==> config.mk <==
export PLATFORM = sky130hd
export DESIGN_NAME = pulse_gate_scheduler
export DESIGN_NICKNAME = d
export VERILOG_FILES = /design/src/rtl/pulse_gate_scheduler.sv
export SDC_FILE = /design/constraint.sdc
export NUM_CORES = 1
export LEC_CHECK = 0
export BUFFER_PORTS_ARGS = -buffer_cell sky130_fd_sc_hd__buf_2
export CORE_MARGIN = 2
export CORE_UTILIZATION = 39
export DETAILED_ROUTE_END_ITERATION = 10
export PLACE_DENSITY = 0.55
export SLEW_MARGIN = 0
export SYNTH_ARGS = -nofsm -noshare
export SYNTH_HDL_FRONTEND = slang
export SYNTH_SLANG_ARGS = --single-unit
==> constraint.sdc <==
create_clock -name clk_in -period 2.8 [get_ports clk_in]
set_clock_uncertainty 0.05 [all_clocks]
set_input_delay 0.14 -clock clk_in [delete_from_list [all_inputs] [get_ports clk_in]]
set_output_delay 0.14 -clock clk_in [all_outputs]
set_load 0.01 [all_outputs]
==> src/rtl/pulse_gate_scheduler.sv <==
// Round-robin gated pulse counter: one count datapath is time-shared across
// CHANNELS synchronised pulse inputs and each result leaves on valid/ready.
module pulse_gate_scheduler #(
  parameter int unsigned  CHANNELS      = 32'd4,
  parameter int unsigned  GATE_CYCLES   = 32'd200000000,
  parameter int unsigned  SETTLE_CYCLES = 32'd2,
  parameter int unsigned  CNT_WIDTH     = 32'd8,
  localparam int unsigned CW            = $clog2(CHANNELS)
) (
  input  logic                 clk_in,
  input  logic                 rst_in,
  input  logic [CHANNELS-1:0]  pulse_in,
  input  logic                 start_in,
  input  logic                 continuous_in,
  input  logic                 result_ready_in,
  output logic                 result_valid_out,
  output logic [CW-1:0]        result_chan_out,
  output logic [CNT_WIDTH-1:0] result_count_out,
  output logic                 result_ovf_out,
  output logic                 gate_out,
  output logic                 busy_out
);

  typedef enum logic [1:0] {
    ST_IDLE   = 2'd0,
    ST_SETTLE = 2'd1,
    ST_GATE   = 2'd2,
    ST_REPORT = 2'd3
  } state_t;

  localparam logic [CW-1:0]        CHAN_LAST   = CW'(CHANNELS - 32'd1);
  localparam logic [CNT_WIDTH-1:0] CNT_MAX     = {CNT_WIDTH{1'b1}};
  localparam logic [31:0]          SETTLE_LAST = 32'(SETTLE_CYCLES - 32'd1);
  localparam logic [31:0]          GATE_LAST   = 32'(GATE_CYCLES - 32'd1);

  logic [CHANNELS-1:0]  sync1_r, sync2_r, sync2_d_r, edge_r;
  state_t               state_r, state_s;
  logic [CW-1:0]        chan_r, chan_s;
  logic [31:0]          timer_r, timer_s;
  logic [CNT_WIDTH-1:0] count_r, count_s, inc_count_s;
  logic                 ovf_r, ovf_s, inc_ovf_s, edge_sel_s;
  logic                 valid_r, valid_s, rovf_r, rovf_s;
  logic [CW-1:0]        rchan_r, rchan_s;
  logic [CNT_WIDTH-1:0] rcount_r, rcount_s;
  logic                 gate_r, gate_s, busy_r, busy_s;

  assign result_valid_out = valid_r;
  assign result_chan_out  = rchan_r;
  assign result_count_out = rcount_r;
  assign result_ovf_out   = rovf_r;
  assign gate_out         = gate_r;
  assign busy_out         = busy_r;

  // Per-channel 2-flop synchroniser followed by a registered rising-edge strobe
  always_ff @(posedge clk_in) begin
    if (rst_in) begin
      sync1_r   <= {CHANNELS{1'b0}};
      sync2_r   <= {CHANNELS{1'b0}};
      sync2_d_r <= {CHANNELS{1'b0}};
      edge_r    <= {CHANNELS{1'b0}};
    end else begin
      sync1_r   <= pulse_in;
      sync2_r   <= sync1_r;
      sync2_d_r <= sync2_r;
      edge_r    <= sync2_r & ~sync2_d_r;
    end
  end

  // Scheduler state and registered result/status outputs
  always_ff @(posedge clk_in) begin
    if (rst_in) begin
      state_r  <= ST_IDLE;
      chan_r   <= {CW{1'b0}};
      timer_r  <= 32'd0;
      count_r  <= {CNT_WIDTH{1'b0}};
      ovf_r    <= 1'b0;
      valid_r  <= 1'b0;
      rchan_r  <= {CW{1'b0}};
      rcount_r <= {CNT_WIDTH{1'b0}};
      rovf_r   <= 1'b0;
      gate_r   <= 1'b0;
      busy_r   <= 1'b0;
    end else begin
      state_r  <= state_s;
      chan_r   <= chan_s;
      timer_r  <= timer_s;
      count_r  <= count_s;
      ovf_r    <= ovf_s;
      valid_r  <= valid_s;
      rchan_r  <= rchan_s;
      rcount_r <= rcount_s;
      rovf_r   <= rovf_s;
      gate_r   <= gate_s;
      busy_r   <= busy_s;
    end
  end

  // Next-state, saturating count and result capture
  always_comb begin
    edge_sel_s = edge_r[chan_r];
    if (edge_sel_s && (count_r != CNT_MAX)) begin
      inc_count_s = count_r + CNT_WIDTH'(1'b1);
    end else begin
      inc_count_s = count_r;
    end
    inc_ovf_s = ovf_r | (edge_sel_s & (count_r == CNT_MAX));

    state_s  = state_r;
    chan_s   = chan_r;
    timer_s  = timer_r;
    count_s  = count_r;
    ovf_s    = ovf_r;
    valid_s  = valid_r;
    rchan_s  = rchan_r;
    rcount_s = rcount_r;
    rovf_s   = rovf_r;

    case (state_r)
      ST_IDLE: begin
        if (start_in) begin
          state_s = ST_SETTLE;
          chan_s  = {CW{1'b0}};
          timer_s = 32'd0;
        end else begin
          state_s = ST_IDLE;
        end
      end
      ST_SETTLE: begin
        count_s = {CNT_WIDTH{1'b0}};
        ovf_s   = 1'b0;
        if (timer_r == SETTLE_LAST) begin
          state_s = ST_GATE;
          timer_s = 32'd0;
        end else begin
          timer_s = timer_r + 32'd1;
        end
      end
      ST_GATE: begin
        count_s = inc_count_s;
        ovf_s   = inc_ovf_s;
        if (timer_r == GATE_LAST) begin
          // The last gate cycle's edge is folded straight into the result
          state_s  = ST_REPORT;
          timer_s  = 32'd0;
          valid_s  = 1'b1;
          rchan_s  = chan_r;
          rcount_s = inc_count_s;
          rovf_s   = inc_ovf_s;
        end else begin
          timer_s = timer_r + 32'd1;
        end
      end
      ST_REPORT: begin
        if (valid_r && result_ready_in) begin
          valid_s = 1'b0;
          timer_s = 32'd0;
          if ((chan_r == CHAN_LAST) && !continuous_in) begin
            state_s = ST_IDLE;
          end else begin
            state_s = ST_SETTLE;
            chan_s  = (chan_r == CHAN_LAST) ? {CW{1'b0}} : chan_r + CW'(1'b1);
          end
        end else begin
          state_s = ST_REPORT;
        end
      end
      default: begin
        state_s = ST_IDLE;
        chan_s  = {CW{1'b0}};
        timer_s = 32'd0;
        valid_s = 1'b0;
      end
    endcase

    gate_s = (state_s == ST_GATE);
    busy_s = (state_s != ST_IDLE);
  end

endmodule

==> parameters.txt <==
Parameter                              Value

STA
  Peak Freq    around 430 MHz
  Setup repair after global routing missed its margin    no
  Clock period minus final worst setup slack    2.30 ns
  Final Cycle Share    around 82%
  Crit path setup slack, layout    0.496 ns
  Worst slew margin relative to its limit    48.8%
  Sum of negative setup slack    0 ns
  Final setup violation count    0
  Hold violation total from the final report    0
  Slew at the pin with the worst max-slew slack    0.768 ns
  Total count of max-transition violations in the final report    0

Yosys
  Top cells by count, synth    dfxtp_1, nor2_1, nand2_1
  Most frequently used cell type in the post-synthesis netlist    dfxtp_1
  Main area contributors after synthesis    dfxtp_1, xor2_1, nor2_1, nand4_1, ha_1
  Synth Area per Inst    8.86 um2
  Number of synthesized flops with an enable pin    0
  Post-Synthesis Cell Area    3490 um2
  Prevailing post-synth register cell    dfxtp_1
  Count of different cell masters after synthesis    50
  Library cell occupying the most area in the post-synthesis netlist    dfxtp_1
  Syn Inst Count    394
  Seq/Total Area, Yosys    43.0%
  Net count after synthesis    ~410
  Top cell type's share of synthesized area    around 43%
  Number of warnings printed during yosys synthesis    0
  Synthesis-stage register bit count    75
  Synth async-reset ratio    0%

Place
  Post-placement cell area    about 3700 um2
  IO Port Bufs    22
  Number of instances in the placed design    approximately 500
  Placer Congestion    between 0.7 and 0.8
  Detailed placer's ending HPWL    slightly above 5000 um
  Pre-CTS WS    ~0.55 ns

Worst setup path
  Critical Path Source Type    flop
  Kind of critical path    flop to flop
  Data arrival, critical path    2.54 ns
  Kind of end point of the critical path    flop
  Largest driver fanout on the critical path    10
  Worst Path Required    about 3 ns
  Worst reg2reg setup slack    about 0.50 ns

Floorplan
  Width of the die    98.6 um
  Initial core utilization    roughly 40%
  Row cnt    34
  Die Span Y    slightly below 100 um
  Number of primary I/O pins    23
  Core outline area    8680 um2
  Full die area    9720 um2

Status
  Outcome    finished, final reports clean

GRT
  Via count of the first global-routing pass    approximately 2.7k
  Maximum number of pins on one net before global-route repair    45
  Combined global-route utilization of all metal layers    16.0%
  Initial antenna violation count    0
  GRT Residual Overflow    0
  Global-route wire length before repair    12600 um

Routing
  Total vias in the final route    around 2.9k
  Total routed wirelength    7270 um
  Routed vias/inst    around 5.4
  Detailed-routing iteration count for the pre-antenna-repair pass    4
  DR WL/cell    13.6 um
  Detail Route Antenna Nets    0
  Number of violations reported at the end of detailed-routing iteration 0    roughly 120
  Drc violations    0

Power and ir drop
  Share of total power in combinational logic    roughly 3.9%
  Share of power burned in the clock network    42.7%
  Worst voltage drop across the vdd grid    0.246 mV
  Internal power summed over all cells    1530 uW
  Leakage component of the power    roughly 0.0014 uW
  Net switching component of the power    just under 500 uW
  Sequential Power Share    a little over half
  Switching Share    24.4%
  Power density normalized to cell area    approximately 520 nW/um2

Layout
  Layout-stage area growth over the synthesis result    12.6%
  Finished layout cell area    slightly below 4000 um2
  Diode insertion count for antenna repair    0
  Count of non-filler cells in the finished layout    roughly 530
  Core utilization of the finished layout    about 45%
  Share of cells above drive strength 1    approximately 12%
  Nets    between 400 and 500

Hold path
  Hold Crit Class    primary input to flop

Clocking
  Clock transition at the register clock pins on the worst setup and hold paths after CTS    about 0.08 ns
  Clock latency of the later-clocked register in the worst-skew pair    roughly 0.35 ns
  TritonCTS clock tree    built
  Post-CTS Setup Inserts    0
  CTS Root Cell    clkbuf_8
  Clock Sinks    75
  Bufs on Longest Clock Path    2
  Clock buffers created by TritonCTS    9
  Number of gates given a new drive strength after cts    0
  Maximum level of the CTS H-tree    3
  Cts hold-fix bufs    4

Flow run
  Max_cap viols    0
## cell type report
class / count / area (um2)
clock buffers: 9 / 124
clock inverters: 7 / 80.1
fillers: 874 / 4750
inverters: 8 / 30.0
multi-input cells: 296 / 1880
flip-flops and latches: 75 / 1500
well taps: 108 / 135
repair buffers: 30 / 180
## flip-flops by register name, indices dropped and copies added (netlist names), 2 cells and up
register / count
timer_r: 32
sync2_r: 4
chan_r: 2
sync1_r: 4
sync2_d_r: 4
result_chan_out: 2
state_r: 2
edge_r: 4
count_r: 8
result_count_out: 8
## kinds of logic after synthesis
logic type,Yosys count,synth area share [%]
buffers and inverters,23,3.16
adders and majority gates,9,3.23
xor gates and xnor gates,26,6.53
and+or+nand+nor,188,29.9
muxes,3,1.22
DFF,75,43.0
AOI/OAI and AO/OA,70,12.9
## path summary, 6_finish.rpt
check                        from               end  cells past startpoint
setup / recovery       state_r[0]       timer_r[31]                      6
hold / removal    result_ready_in  result_valid_out                      4
setup reg to reg       state_r[0]       timer_r[31]                      6
hold reg to reg      sync2_d_r[2]         edge_r[2]                      1
## cells in the final DEF, fill, tap and decap left out, drive strengths merged, types with 4 or more instances in the layout
cell         count
buf             26
nor2            42
ha               9
nor4             9
and3             9
or3             16
nand4b           4
and2             4
a211oi          11
dlygate4sd3      4
clkbuf           9
dfxtp           75
and4             5
nand4           21
nor3             5
nand2           25
nand3           15
inv             12
xor2            21
o21ai           14
a31oi            5
nor2b           18
xnor2            5
nand2b           7
a21oi           21
## layer usage
metal / part of all wire [%] / vias up / GRT usage [%]
li1: - / 1473 / -
met1: 51 / 1350 / 21.6
met2: 45 / 41 / 24.2
met3: 2.7 / 13 / 3.40
met4: 2.0 / 0 / 7.80
met5: 0 / - / 0
## power by group through the flow
stage / clock, uW / combinational [uW] / sequential (uW)
after floorplan: 0 / 55.2 / 1110
after global placement: 0 / 76.1 / 1110
after CTS: 902 / 80.3 / 1080
final: 866 / 79.8 / 1080
after detailed placement: 0 / 76.0 / 1110
after global routing: 948 / 90.0 / 1080
## critical path, cell delays in order (launching register included)
cell     delay, ns
dfxtp_1       0.35
ha_1          0.31
a21bo_2       0.26
and4_1        0.41
nand4_1       0.25
or4_1         0.46
a21oi_1       0.15
## stage by stage
step                hold slack, ns  power [uW]
finish                      0.0877        2030
floorplan                    0.169        1160
global route                 0.111        2120
CTS                         0.0708        2060
global placement             0.307        1180
detailed placement           0.307        1180
Power figures use the tool's default switching activity.
